<file path="src/rtl/tbox_arbiter.sv">
// tbox_arbiter
//
// Round-robin arbiter sharing one synchronous-read 256x32 inverse T-box ROM
// (Td1, one-cycle read latency) between NREQ AES decryption column lanes.
// Each cycle at most one pending lookup is granted. Its address is driven to
// the ROM, and the returned word is steered back to the granted lane with a
// one-hot response strobe.
//
// Optional feature macro: TBOX_ARB_OUTREG_EN
//   undefined : rsp_data comes straight from rom_q, gated by the stage-1 id
//               (grant-to-response latency 1 cycle).
//   defined   : a second tracker stage registers rsp_valid/rsp_data
//               (latency 2 cycles, throughput unchanged).
//
// Handshake: lane i presents req_valid[i] with a stable req_addr slice. The
// lookup is accepted in the cycle where req_valid[i] && req_ready[i]; the
// lane may drop or re-assert req_valid in the very next cycle. There is no
// backpressure on the response side: rsp_valid is a single-cycle strobe.
//
// Ports:
//   clk        in   system clock, rising edge
//   reset      in   synchronous active-high reset
//   req_valid  in   [NREQ]    per-lane lookup request
//   req_addr   in   [8*NREQ]  lane i address in bits [8i+7:8i]
//   req_ready  out  [NREQ]    one-hot combinational grant
//   rom_a      out  [8]       ROM address (holds last granted address)
//   rom_q      in   [32]      ROM data, valid one cycle after rom_a sampled
//   rsp_valid  out  [NREQ]    one-hot response strobe
//   rsp_data   out  [32]      ROM word for the lane flagged in rsp_valid
//   busy       out  1         a lookup is in flight
module tbox_arbiter #(
    parameter int NREQ = 4
) (
    input  logic              clk,
    input  logic              reset,
    input  logic [NREQ-1:0]   req_valid,
    input  logic [8*NREQ-1:0] req_addr,
    output logic [NREQ-1:0]   req_ready,
    output logic [7:0]        rom_a,
    input  logic [31:0]       rom_q,
    output logic [NREQ-1:0]   rsp_valid,
    output logic [31:0]       rsp_data,
    output logic              busy
);

    localparam int PW = $clog2(NREQ);

    logic [PW-1:0]   ptr;
    logic [PW-1:0]   ptr_next;
    logic [PW-1:0]   win_idx;
    logic [PW-1:0]   scan_idx;
    logic [PW:0]     scan_sum;
    logic            win_found;
    logic [NREQ-1:0] grant;
    logic [7:0]      win_addr;
    logic [7:0]      rom_a_q;

    // Stage-1 tracker: one entry describing the lookup whose ROM word
    // appears on rom_q this cycle.
    logic            s1_valid;
    logic [NREQ-1:0] s1_id;

    // Scan lanes starting at ptr, ascending with explicit wrap so that a
    // non-power-of-two NREQ never visits an index >= NREQ.
    always_comb begin
        win_found = 1'b0;
        win_idx   = '0;
        grant     = '0;
        win_addr  = '0;
        scan_sum  = '0;
        scan_idx  = '0;
        for (int k = 0; k < NREQ; k++) begin
            scan_sum = {1'b0, ptr} + (PW+1)'(k);
            if (scan_sum >= (PW+1)'(NREQ)) begin
                scan_sum = scan_sum - (PW+1)'(NREQ);
            end
            scan_idx = scan_sum[PW-1:0];
            if (!win_found && req_valid[scan_idx]) begin
                win_found = 1'b1;
                win_idx   = scan_idx;
            end
        end
        if (reset) begin
            win_found = 1'b0;
        end
        if (win_found) begin
            grant[win_idx] = 1'b1;
            win_addr       = req_addr[{win_idx, 3'b000} +: 8];
        end
    end

    always_comb begin
        if (win_idx == PW'(NREQ - 1)) begin
            ptr_next = '0;
        end else begin
            ptr_next = win_idx + 1'b1;
        end
    end

    assign req_ready = grant;
    // Without a winner the ROM address is held to avoid spurious toggling.
    assign rom_a     = win_found ? win_addr : rom_a_q;

    always_ff @(posedge clk) begin
        if (reset) begin
            ptr      <= '0;
            rom_a_q  <= '0;
            s1_valid <= 1'b0;
            s1_id    <= '0;
        end else begin
            if (win_found) begin
                ptr     <= ptr_next;
                rom_a_q <= win_addr;
            end
            s1_valid <= win_found;
            s1_id    <= grant;
        end
    end

`ifdef TBOX_ARB_OUTREG_EN
    logic            s2_valid;
    logic [NREQ-1:0] out_valid;
    logic [31:0]     out_data;

    always_ff @(posedge clk) begin
        if (reset) begin
            s2_valid  <= 1'b0;
            out_valid <= '0;
            out_data  <= '0;
        end else begin
            s2_valid  <= s1_valid;
            out_valid <= s1_valid ? s1_id : '0;
            if (s1_valid) begin
                out_data <= rom_q;
            end
        end
    end

    // A lookup still in the output stage while reset is high is discarded.
    assign rsp_valid = reset ? '0 : out_valid;
    assign rsp_data  = out_data;
    assign busy      = !reset && (s1_valid || s2_valid);
`else
    logic        deliver;
    logic [31:0] hold_data;

    // Reset in the response cycle drops the in-flight lookup.
    assign deliver   = s1_valid && !reset;
    assign rsp_valid = deliver ? s1_id : '0;
    assign rsp_data  = deliver ? rom_q : hold_data;

    // Remembers the last delivered word so rsp_data holds between strobes.
    always_ff @(posedge clk) begin
        if (reset) begin
            hold_data <= '0;
        end else if (deliver) begin
            hold_data <= rom_q;
        end
    end

    assign busy = deliver;
`endif

endmodule

</file>
<file path="config.mk">
export PLATFORM = sky130hd
export DESIGN_NAME = tbox_arbiter
export DESIGN_NICKNAME = d
export VERILOG_FILES = /design/src/rtl/tbox_arbiter.sv
export SDC_FILE = /design/constraint.sdc
export NUM_CORES = 1
export LEC_CHECK = 0
export CORE_ASPECT_RATIO = 1.75
export CORE_MARGIN = 2
export CORE_UTILIZATION = 40
export DETAILED_ROUTE_END_ITERATION = 6
export PLACE_DENSITY = 0.87
export SYNTH_ARGS = -nofsm -noshare
export SYNTH_HDL_FRONTEND = slang
export SYNTH_SLANG_ARGS = --single-unit
</file>
<file path="constraint.sdc">
create_clock -name clk -period 3.3 [get_ports clk]
set_clock_uncertainty 0.2 [all_clocks]
set_input_delay 0.33 -clock clk [delete_from_list [all_inputs] [get_ports clk]]
set_output_delay 0.33 -clock clk [all_outputs]
set_load 0.05 [all_outputs]
</file>
-- Yosys cells after proc, flatten, opt, wreduce, memory -nomap -nowiden
Cells that the tools add are included.
- bits in registers: 47
- input bits: 70
- add/sub/neg operators: 8
- magnitude comparators: 10
- equality and inequality tests: 1
- shift-type cells: 1
- mux-type cells: 28
- reduce and logical (&&, ||, !) cells: 9
- operator list (kind ; number):
    32-bit two-way mux ; 1
    32-bit by 6-bit variable part select with 8-bit output ; 1
    2-bit two-way mux ; 9
    2-bit by 3-bit < comparator with 1-bit output, second input constant ; 5
    1-bit two-way mux ; 10
    3-bit >= comparator, second input constant ; 3
    1-bit binary-select mux with 2-bit select ; 4
    4-bit two-way mux ; 2
    8-bit two-way mux ; 1
    2-bit by 1-bit subtractor with 2-bit output, second input constant ; 4
    2-bit by 2-bit adder with 3-bit output, second input constant ; 2
    1-bit logical AND ; 5
    1-bit zero test ; 4
    2-bit by 1-bit adder with 3-bit output, second input constant ; 1
    2-bit by 3-bit >= comparator with 1-bit output, second input constant ; 1
    2-bit by 1-bit adder with 2-bit output, second input constant ; 1
    1-bit demux with 2-bit select ; 1
    2-bit == test, second input constant ; 1
    2-bit by 1-bit >= comparator with 1-bit output, second input constant ; 1

-- Longest topological paths before layout
Gate-level depths: netlist (run 1).
- depth in word-level cells: 19
- depth in mapped cells: 8
- mapped depth without buffers: 6

-- Worst setup path before layout (run 1)
Ideal clock, no wire load.
- path type: input to output
- from: input req_valid[0]
- to: output rom_a[0]
- data arrival time: 1.760 ns
- path slack: 1.010 ns
- stages: 8
- buffers on the path: 2
- cell sequence: nor4_2 > or2_1 > buf_6 > inv_4 > and4_4 > buf_6 > o21ai_2 > nand3_1
- longest elaborated chain between the ends: 14
- RTL lines (element ; line ; RTL):
    start: declaration ; 36 ; input logic [NREQ-1:0] req_valid,
    1-bit binary-select mux with 2-bit select ; 78 ; if (!win_found && req_valid[scan_idx]) begin
    1-bit two-way mux (not written as such) ; 78 ;
    1-bit two-way mux ; 78 ;
    1-bit zero test ; 78 ;
    1-bit logical AND ; 78 ;
    1-bit two-way mux ; 78 ;
    1-bit zero test ; 78 ;
    1-bit logical AND ; 78 ;
    1-bit two-way mux ; 78 ;
    1-bit zero test ; 78 ;
    1-bit logical AND ; 78 ;
    2-bit two-way mux or 1-bit two-way mux (tied branches) ; 78 ;
    32-bit by 6-bit variable part select with 8-bit output or 1-bit two-way mux (tied branches) ; 88, 83 ;
    8-bit two-way mux * ; -- ;
    end: declaration ; 39 ; output logic [7:0] rom_a,
Mark *: on every way between the ends. The rest lies on a longest branch, timed or not. The select of a mux whose other input is x is not followed.

-- Worst setup path in the final report (run 1)
- from: input req_valid[2]
- to: output req_ready[1]
- longest elaborated chain between the ends: 17
- RTL lines (element ; line ; RTL):
    1-bit binary-select mux with 2-bit select ; 78 ;
    1-bit two-way mux (not written as such) ; 78 ;
    1-bit two-way mux ; 78 ;
    1-bit zero test ; 78 ;
    1-bit logical AND ; 78 ;
    1-bit two-way mux ; 78 ;
    1-bit zero test ; 78 ;
    1-bit logical AND ; 78 ;
    1-bit two-way mux ; 78 ;
    1-bit zero test ; 78 ;
    1-bit logical AND ; 78 ;
    2-bit two-way mux ; 78 ;
    2-bit by 3-bit < comparator with 1-bit output (not written as such) or 2-bit by 1-bit >= comparator with 1-bit output (tied branches) ; 87 ; grant[win_idx] = 1'b1;
    1-bit logical AND (not written as such) ; 87 ;
    1-bit two-way mux (not written as such) ; 87 ;
    1-bit demux with 2-bit select ; 87 ;
    4-bit two-way mux * ; 86 ; if (win_found) begin
    end: declaration ; 38 ; output logic [NREQ-1:0] req_ready,
Marked as above.

==> key figures, run 1 <==
Floorplanning
  – Die height: 105 um
  – Initial Util: about two fifths
  – Die W: 61.5 um
  – Core area: ~5600 sq um
  – Num ports: 119
  – Rows: 36
  – Die area: between 6000 and 7000 sq um

Placed design
  – Final HPWL DP: 4.58 mm
  – Dpl cells: 424
  – I/O Buffers: 118
  – Area after DPL: between 3000 and 4000 sq um
  – Pre-CTS WS: 0.302 ns
  – Placer Congestion: between 0.8 and 0.9

Worst setup path
  – Worst path required time: 2.77 ns
  – Crit Path Category: in2out
  – Crit path max fanout: 33
  – Arr. time, crit path: about 2.5 ns
  – Worst setup path startpoint: req_valid[2]
  – Reg2reg path depth: 6
  – Worst R2R Start: ptr[1]
  – R2R setup slack: 1.15 ns
  – Worst Setup End Kind: primary output
  – Reg-to-reg endpoint: ptr[1]
  – Crit path launch type: input port

Cells and area
  – Design Area, Final: roughly 3700 sq um
  – Util after Layout: 65.8%
  – Most frequent cells in the layout: clkdlybuf4s50_1 (69), dfxtp_1 (47), buf_4 (44)
  – Fin cells: between 400 and 500
  – Commonest non-fill, non-tap cell in the layout: clkdlybuf4s50_1
  – P&R area growth vs syn: 58.8%
  – Layout cells sized above 1: between 30% and 40%
  – Ant. Diodes: 0
  – Layout net count: 429

Clock network
  – Clock slew at reported path FFs: 0.08 ns
  – Deepest clock path buffer count: 2
  – H-tree Lvls: 2
  – Num CTS Buffers: 5
  – Cts repair resizes: 0
  – Total clock sinks: 47
  – CTS tree: yes
  – Worst-Skew Late Latency: 0.29 ns
  – Post-CTS Setup Inserts: 0
  – Root Driver: clkbuf_8
  – Cts hold-fix bufs: 0

Global routing
  – Largest net degree at the start of global routing: 34
  – Total track usage: 18.2%
  – Vias in the first global route: 2139
  – Congestion Overflow GR: 0
  – Initial antenna violation count: 0
  – First-pass GRT wire length: 8.99 mm

Timing
  – Max-slew violations: 0
  – RSZ-0062 raised after global routing: no
  – Slew margin rel.: 54.6%
  – Worst Tran Pin Value: 0.681 ns
  – Fin Hold WS: between 0.15 and 0.2 ns
  – Final min period: 3.00 ns
  – Setup WS post-layout: 0.295 ns
  – Fin. Hold Viols: 0
  – Setup TNS: 0 ns
  – Fmax: approximately 330 MHz
  – Final setup violating endpoints: 0
  – Final Cycle Share: 91.1%

Drt
  – DR vias/cell: 4.88
  – Vias: ~2100
  – Drt first pass iters: 4
  – WL final: 5.71 mm
  – Drt wl/cell: approximately 13 um
  – DRC: 0
  – ANT nets after route: 0
  – DRT iter0 DRCs: 66

Synthesis
  – Seq cells post-synth: 47
  – Synthesized area: 2320 sq um
  – Netlist cell types: 26
  – Syn Nets: about 310
  – Yosys warning count: 0
  – Syn Area/Cell: 9.65 sq um
  – Register area share after synthesis: between 40% and 50%
  – Synth Instances: between 200 and 250

Min path
  – HP Start: reset
  – Hold WC Path Type: in2reg
  – Hold endpoint: ptr[1]
  – Hold depth: 2

Power and ir drop
  – Power per Cell Area: 497 nW/um^2
  – Final Power: around 1.8 mW
  – Worst vdd ir: 0.378 mV
  – Pleak: 1.59 nW

Outcome
  – Status: completed

Run
  – Max Cap Violations: 0
==> critical path, cell delays in order <==
cell and delay [ns]:
clkdlybuf4s50_1 0.50, nor2b_1 0.19, a211o_1 0.59, and2_1 0.27, inv_1 0.07, ha_1 0.19
and2_1 0.14, buf_4 0.18
==> cells in the mapped netlist, drive strengths merged <==
master,number,area share (%)
nor3,1,0.22
mux2i,1,0.43
a31oi,9,2.4
o21bai,2,0.65
ha,4,2.2
a21boi,16,5.2
nor2b,38,10
a211o,1,0.38
nor4,1,0.54
nand3,8,1.7
and2,13,3.5
or2,1,0.27
and3,17,4.6
buf,6,1.8
clkbuf,10,1.6
o21ai,17,5.0
nand2,9,1.5
nor2,2,0.32
and4,1,0.49
inv,4,0.76
mux2,32,16
dfxtp,47,41
==> kinds of logic after synthesis <==
logic type      Yosys count  synth area share [%]
flops                    47                  40.6
mux                      33                  16.0
buf+inv                  20                  4.21
simple gates             91                  23.4
fa+ha+maj                 4                  2.16
compound gates           45                  13.6
==> worst max-delay path by stage <==
stage | endpoint | slack [ns]
after global placement | req_ready[1] | 0.38
after global routing | req_ready[1] | 0.11
after detailed placement | req_ready[1] | 0.30
after floorplan | rom_a[0] | 1.01
final | req_ready[1] | 0.30
after CTS | req_ready[1] | 0.29
==> per-layer routing <==
metal | global-route usage [%] | wire, um
met1 | 18.7 | 2080
met2 | 32.3 | 2970
met3 | 5.45 | 531
met4 | 7.29 | 134
met5 | 0 | 0
==> sequential cells by signal, indices dropped and copies added, names as in the netlist <==
register / count
s1_valid: 1
hold_data: 32
ptr: 2
s1_id: 4
rom_a_q: 8
==> where the power goes <==
group          total [mW]  switching, mW  internal, mW
clock network       0.411          0.186         0.226
registers           0.627         0.0142         0.613
logic               0.790          0.443         0.347
==> final cells by class <==
cell class                 count  area (sq um)
inverter                       4          17.5
fill                         487          1910
tap                           76          95.1
timing repair buffer         124          1230
clock inverter                 3          43.8
clock buffer                   5          68.8
multi-input combinational    173          1280
sequential                    47           941
Power figures use the tool's default switching activity.
==> inputs of run 2 (changes only) <==
--- a/config.mk
+++ b/config.mk
@@ -7,9 +7,9 @@
 export LEC_CHECK = 0
 export CORE_ASPECT_RATIO = 1.75
 export CORE_MARGIN = 2
-export CORE_UTILIZATION = 40
+export CORE_UTILIZATION = 30
 export DETAILED_ROUTE_END_ITERATION = 6
-export PLACE_DENSITY = 0.87
+export PLACE_DENSITY = 0.69
 export SYNTH_ARGS = -nofsm -noshare
 export SYNTH_HDL_FRONTEND = slang
 export SYNTH_SLANG_ARGS = --single-unit
==> key figures, run 2 (same netlist as run 1, synthesis figures left out) <==
Outcome
  – Status: completed

Cells and area
  – Largest regs: hold_data x32, rom_a_q x8, s1_id x4
  – P&R area growth vs syn: 61.2%
  – Max reg flops: 32
  – Filler instances: between 700 and 800
  – Register area: 941 sq um
  – Area of the multi-input gates: 1280 sq um
  – Commonest non-fill, non-tap cell in the layout: clkdlybuf4s50_1
  – Most frequent cells in the layout: clkdlybuf4s50_1 (68), dfxtp_1 (47), buf_4 (47)
  – Layout net count: 431
  – Largest register by flop count: hold_data
  – Ant. Diodes: 0
  – Layout cells sized above 1: 30.7%

Min path
  – Hold WC Path Type: in2reg
  – HP Start: reset

Global routing
  – Vias in the first global route: 2103
  – First-pass GRT wire length: 9.72 mm
  – Largest net degree at the start of global routing: 38
  – Initial antenna violation count: 0
  – Congestion Overflow GR: 0
  – Total track usage: 14.7%

Placed design
  – I/O Buffers: 118
  – Final HPWL DP: about 4.8 mm
  – Placer Congestion: 0.731

Clock network
  – CTS tree: yes
  – Cts repair resizes: 0
  – Cts hold-fix bufs: 0
  – Post-CTS Setup Inserts: 0
  – Deepest clock path buffer count: 2
  – Num CTS Buffers: 5
  – Clock slew at reported path FFs: 0.06 ns
  – Worst-Skew Late Latency: 0.28 ns
  – Root Driver: clkbuf_16
  – H-tree Lvls: 2
  – Total clock sinks: 47

Worst setup path
  – Worst R2R Start: ptr[0]
  – Crit path max fanout: 10
  – Crit Path Category: in2out
  – Reg2reg path depth: 6
  – R2R setup slack: approximately 1.4 ns
  – Worst Setup End Kind: primary output
  – Crit path launch type: input port
  – Arr. time, crit path: 2.36 ns
  – Worst path required time: 2.77 ns
  – Reg-to-reg endpoint: ptr[1]
  – Worst setup path startpoint: req_valid[0]
  – Worst setup path endpoint: rom_a[4]

Drt
  – DRT iter0 DRCs: 59
  – Drt wl/cell: 13.7 um
  – Drt first pass iters: 5
  – WL final: 6.09 mm
  – Vias: 2148
  – DRC: 0
  – DR vias/cell: about 4.8
  – ANT nets after route: 0

Timing
  – Max-slew violations: 0
  – Slew margin rel.: between 60 and 70%
  – Final Cycle Share: 87.7%
  – Fmax: between 300 and 400 MHz
  – Fin Hold WS: 0.260 ns
  – Setup TNS: 0 ns
  – Worst Tran Pin Value: 0.552 ns
  – RSZ-0062 raised after global routing: no
  – Fin. Hold Viols: 0
  – Final setup violating endpoints: 0
  – Final min period: 2.89 ns

Floorplanning
  – Initial Util: 30.8%
  – Die W: between 70 and 80 um
  – Die height: 120 um
  – Rows: 42
  – Core area: 7510 sq um
  – Die area: 8470 sq um
  – Num ports: 119

Power and ir drop
  – Pleak: 1.62 nW
  – Worst vdd ir: slightly below 0.3 mV
  – Power per Cell Area: ~510 nW/um^2

Run
  – Max Cap Violations: 0
[run 2: metal layers]
metal | track usage (%) | vias up | part of all wire, %
li1 | - | 1055 | -
met1 | 13.6 | 991 | 33
met2 | 29.2 | 91 | 59
met3 | 3.17 | 11 | 5.6
met4 | 7.09 | 0 | 2.6
met5 | 0 | - | 0
[run 2: power by group]
part	leakage, nW	switching (mW)	internal [mW]	total, mW
Clock	0.0733	0.206	0.276	0.482
Sequential	0.385	0.0144	0.613	0.628
Combinational	1.16	0.439	0.350	0.789
Total	1.62	0.659	1.24	1.90
[run 2: cell type report]
| cell class | count | area share (%) |
|---|---|---|
| well taps | 88 | 2.95 |
| flip-flops and latches | 47 | 25.2 |
| repair buffers | 126 | 33.2 |
| clock buffers | 5 | 3.35 |
| clock inverters | 3 | 0.402 |
| multi-input cells | 173 | 34.4 |
| inverters | 4 | 0.469 |
[run 2: worst min-delay path by stage]
stage	cells past startpoint	to	slack, ns
after detailed placement	2	rom_a_q[2]	0.28
after global routing	2	ptr[1]	0.29
after floorplan	1	hold_data[20]	0.20
after CTS	2	ptr[1]	0.26
final	2	ptr[1]	0.26
after global placement	2	rom_a_q[5]	0.28
[run 2: worst max-delay path, cell delays in order]
cell and delay, ns:
clkdlybuf4s50_1 0.46, nor4_2 0.43, or2_1 0.34, inv_4 0.09, and4_4 0.27, o21ai_2 0.08
nand3_1 0.16, buf_12 0.19
[run 2: through the flow]
step	utilization, %	worst slack, ns	cell area, sq um	cells	total power [mW]
finish	49.7	0.405	3730	446	1.90
global route	49.7	0.241	3730	446	2.00
CTS	49.7	0.387	3730	446	1.93
detailed placement	47.8	0.421	3590	438	1.44
global placement	47.8	0.447	3590	438	1.43
floorplan	-	1.01	2320	240	1.11
==> inputs of run 3 (changes only) <==
--- a/config.mk
+++ b/config.mk
@@ -5,7 +5,7 @@
 export SDC_FILE = /design/constraint.sdc
 export NUM_CORES = 1
 export LEC_CHECK = 0
-export CORE_ASPECT_RATIO = 1.75
+export CORE_ASPECT_RATIO = 0.9
 export CORE_MARGIN = 2
 export CORE_UTILIZATION = 30
 export DETAILED_ROUTE_END_ITERATION = 6
==> key figures, run 3 (same netlist as run 1, synthesis figures left out) <==
Placed design
  – Area after DPL: 3580 sq um
  – Pre-CTS WS: ~0.36 ns
  – I/O Buffers: 118
  – Final HPWL DP: 4.35 mm
  – Placer Congestion: 0.753

Floorplanning
  – Initial Util: between 30% and 40%
  – Core area: around 7500 sq um
  – Die area: 8440 sq um
  – Die W: 96.6 um
  – Num ports: 119
  – Rows: 30
  – Die height: 87.4 um

Worst setup path
  – Crit-path leading delay family: compound AO/OA/AOI/OAI gates
  – Worst Setup End Kind: primary output
  – Worst path required time: ~2.8 ns
  – Crit Path Category: in2out
  – Slowest-stage cell, CP: a31oi_1
  – R2R setup slack: 1.34 ns
  – Crit path launch type: input port
  – Crit path max fanout: 8
  – Arr. time, crit path: 2.37 ns
  – WP buf/inv: 2
  – Crit-path cells: clkdlybuf4s50_1 > nor4_2 > or2_1 > a31oi_1 > o21ai_1 > nand3_1 > buf_12
  – Largest stage delay, worst path: 0.57 ns

Cells and area
  – Filler instances: 728
  – Largest regs: hold_data x32, rom_a_q x8, s1_id x4
  – Register area: 941 sq um
  – Ant. Diodes: 0
  – Max reg flops: 32
  – Largest register by flop count: hold_data
  – Design Area, Final: 3720 sq um
  – Commonest non-fill, non-tap cell in the layout: clkdlybuf4s50_1
  – Area of the multi-input gates: 1290 sq um
  – Layout cells sized above 1: 30.1%
  – Most frequent cells in the layout: clkdlybuf4s50_1 (68), dfxtp_1 (47), buf_4 (44)
  – Layout net count: 428
  – P&R area growth vs syn: 60.5%

Timing
  – Fin. Hold Viols: 0
  – Setup TNS: 0 ns
  – RSZ-0062 raised after global routing: no
  – Final setup violating endpoints: 0
  – Fmax: roughly 350 MHz
  – Worst Tran Pin Value: 0.729 ns
  – Setup WS post-layout: 0.405 ns
  – Slew margin rel.: 51.2%
  – Final Cycle Share: 87.7%
  – Max-slew violations: 0
  – Final min period: 2.90 ns

Clock network
  – Cts repair resizes: 0
  – Num CTS Buffers: 5
  – CTS tree: yes
  – Root Driver: clkbuf_8
  – Clock slew at reported path FFs: 0.08 ns
  – H-tree Lvls: 2
  – Post-CTS Setup Inserts: 0
  – Total clock sinks: between 40 and 50
  – Deepest clock path buffer count: 2
  – Cts hold-fix bufs: 0
  – Worst-Skew Late Latency: 0.29 ns

Run
  – Max Cap Violations: 0

Global routing
  – Vias in the first global route: around 1900
  – Total track usage: 13.7%
  – Congestion Overflow GR: 0
  – First-pass GRT wire length: 9.38 mm
  – Largest net degree at the start of global routing: 38
  – Initial antenna violation count: 0

Drt
  – Vias: 2081
  – Drt first pass iters: 4
  – DRC: 0
  – DR vias/cell: 4.61
  – Drt wl/cell: 13.0 um
  – WL final: 5.85 mm
  – ANT nets after route: 0
  – DRT iter0 DRCs: 49

Power and ir drop
  – Internal: 1.26 mW
  – Sequential share of power: 33.0%
  – Final Power: 1.90 mW
  – Comb pwr share: 41.3%
  – Worst vdd ir: 0.285 mV
  – Clock share of power: around a quarter
  – Sw Pwr: 639 uW
  – Power per Cell Area: about 510 nW/um^2
  – Pleak: 1.60 nW
  – Sw Ratio: 33.6%

Min path
  – Hold WC Path Type: in2reg

Outcome
  – Status: completed
[run 3: changes by cell type in the layout (fill, tap and decap cells not counted)]
| cell | change |
|---|---|
| clkbuf_1 | +1 |
| clkbuf_8 | +5 |
| buf_4 | -3 |
| bufinv_16 | +2 |
| clkbuf_16 | -5 |
| o21bai_1 | -1 |
| clkinv_2 | -3 |
| o21bai_2 | +1 |
[run 3: worst register-to-register path: stages (launching register included)]
cell     delay [ns]
dfxtp_1        0.39
nand2_1        0.07
a211o_1        0.29
buf_4          0.22
and2_1         0.22
ha_1           0.29
mux2i_1        0.12
nor2_1         0.05
[run 3: worst paths after layout]
path	cells after the start	start	endpoint
min	2	reset	ptr[1]
min reg2reg	2	rom_a_q[4]	rom_a_q[4]
max	7	req_valid[1]	rom_a[4]
max reg2reg	7	ptr[1]	ptr[1]
[run 3: power by group through the flow]
stage	sequential, mW	clock (mW)	combinational (mW)
global placement	0.639	0	0.782
floorplan	0.636	0	0.473
global route	0.632	0.534	0.831
CTS	0.627	0.508	0.790
detailed placement	0.639	0	0.788
finish	0.626	0.488	0.784
[run 3: layout make-up]
cell class | instances | share of cell area, %
Clock inverter | 2 | 1.62
Multi-Input combinational cell | 173 | 34.7
Tap cell | 96 | 3.23
Clock buffer | 6 | 1.95
Inverter | 4 | 0.471
Timing Repair Buffer | 123 | 32.7
Sequential cell | 47 | 25.3
[run 3: per-layer routing]
layer	vias up	part of all wire [%]	GRT usage [%]
met5	-	0	0
li1	1051	-	-
met3	2	9.1	5.14
met4	0	0.50	4.35
met1	933	50	18.1
met2	95	41	20.8
[run 3: metrics by stage]
stage / std cells / utilization, % / hold slack [ns]
after global routing: 451 / 49.5 / 0.185
after detailed placement: 443 / 47.7 / 0.288
after global placement: 443 / 47.7 / 0.279
after CTS: 451 / 49.5 / 0.188
after floorplan: 240 / - / 0.202
final: 451 / 49.5 / 0.191
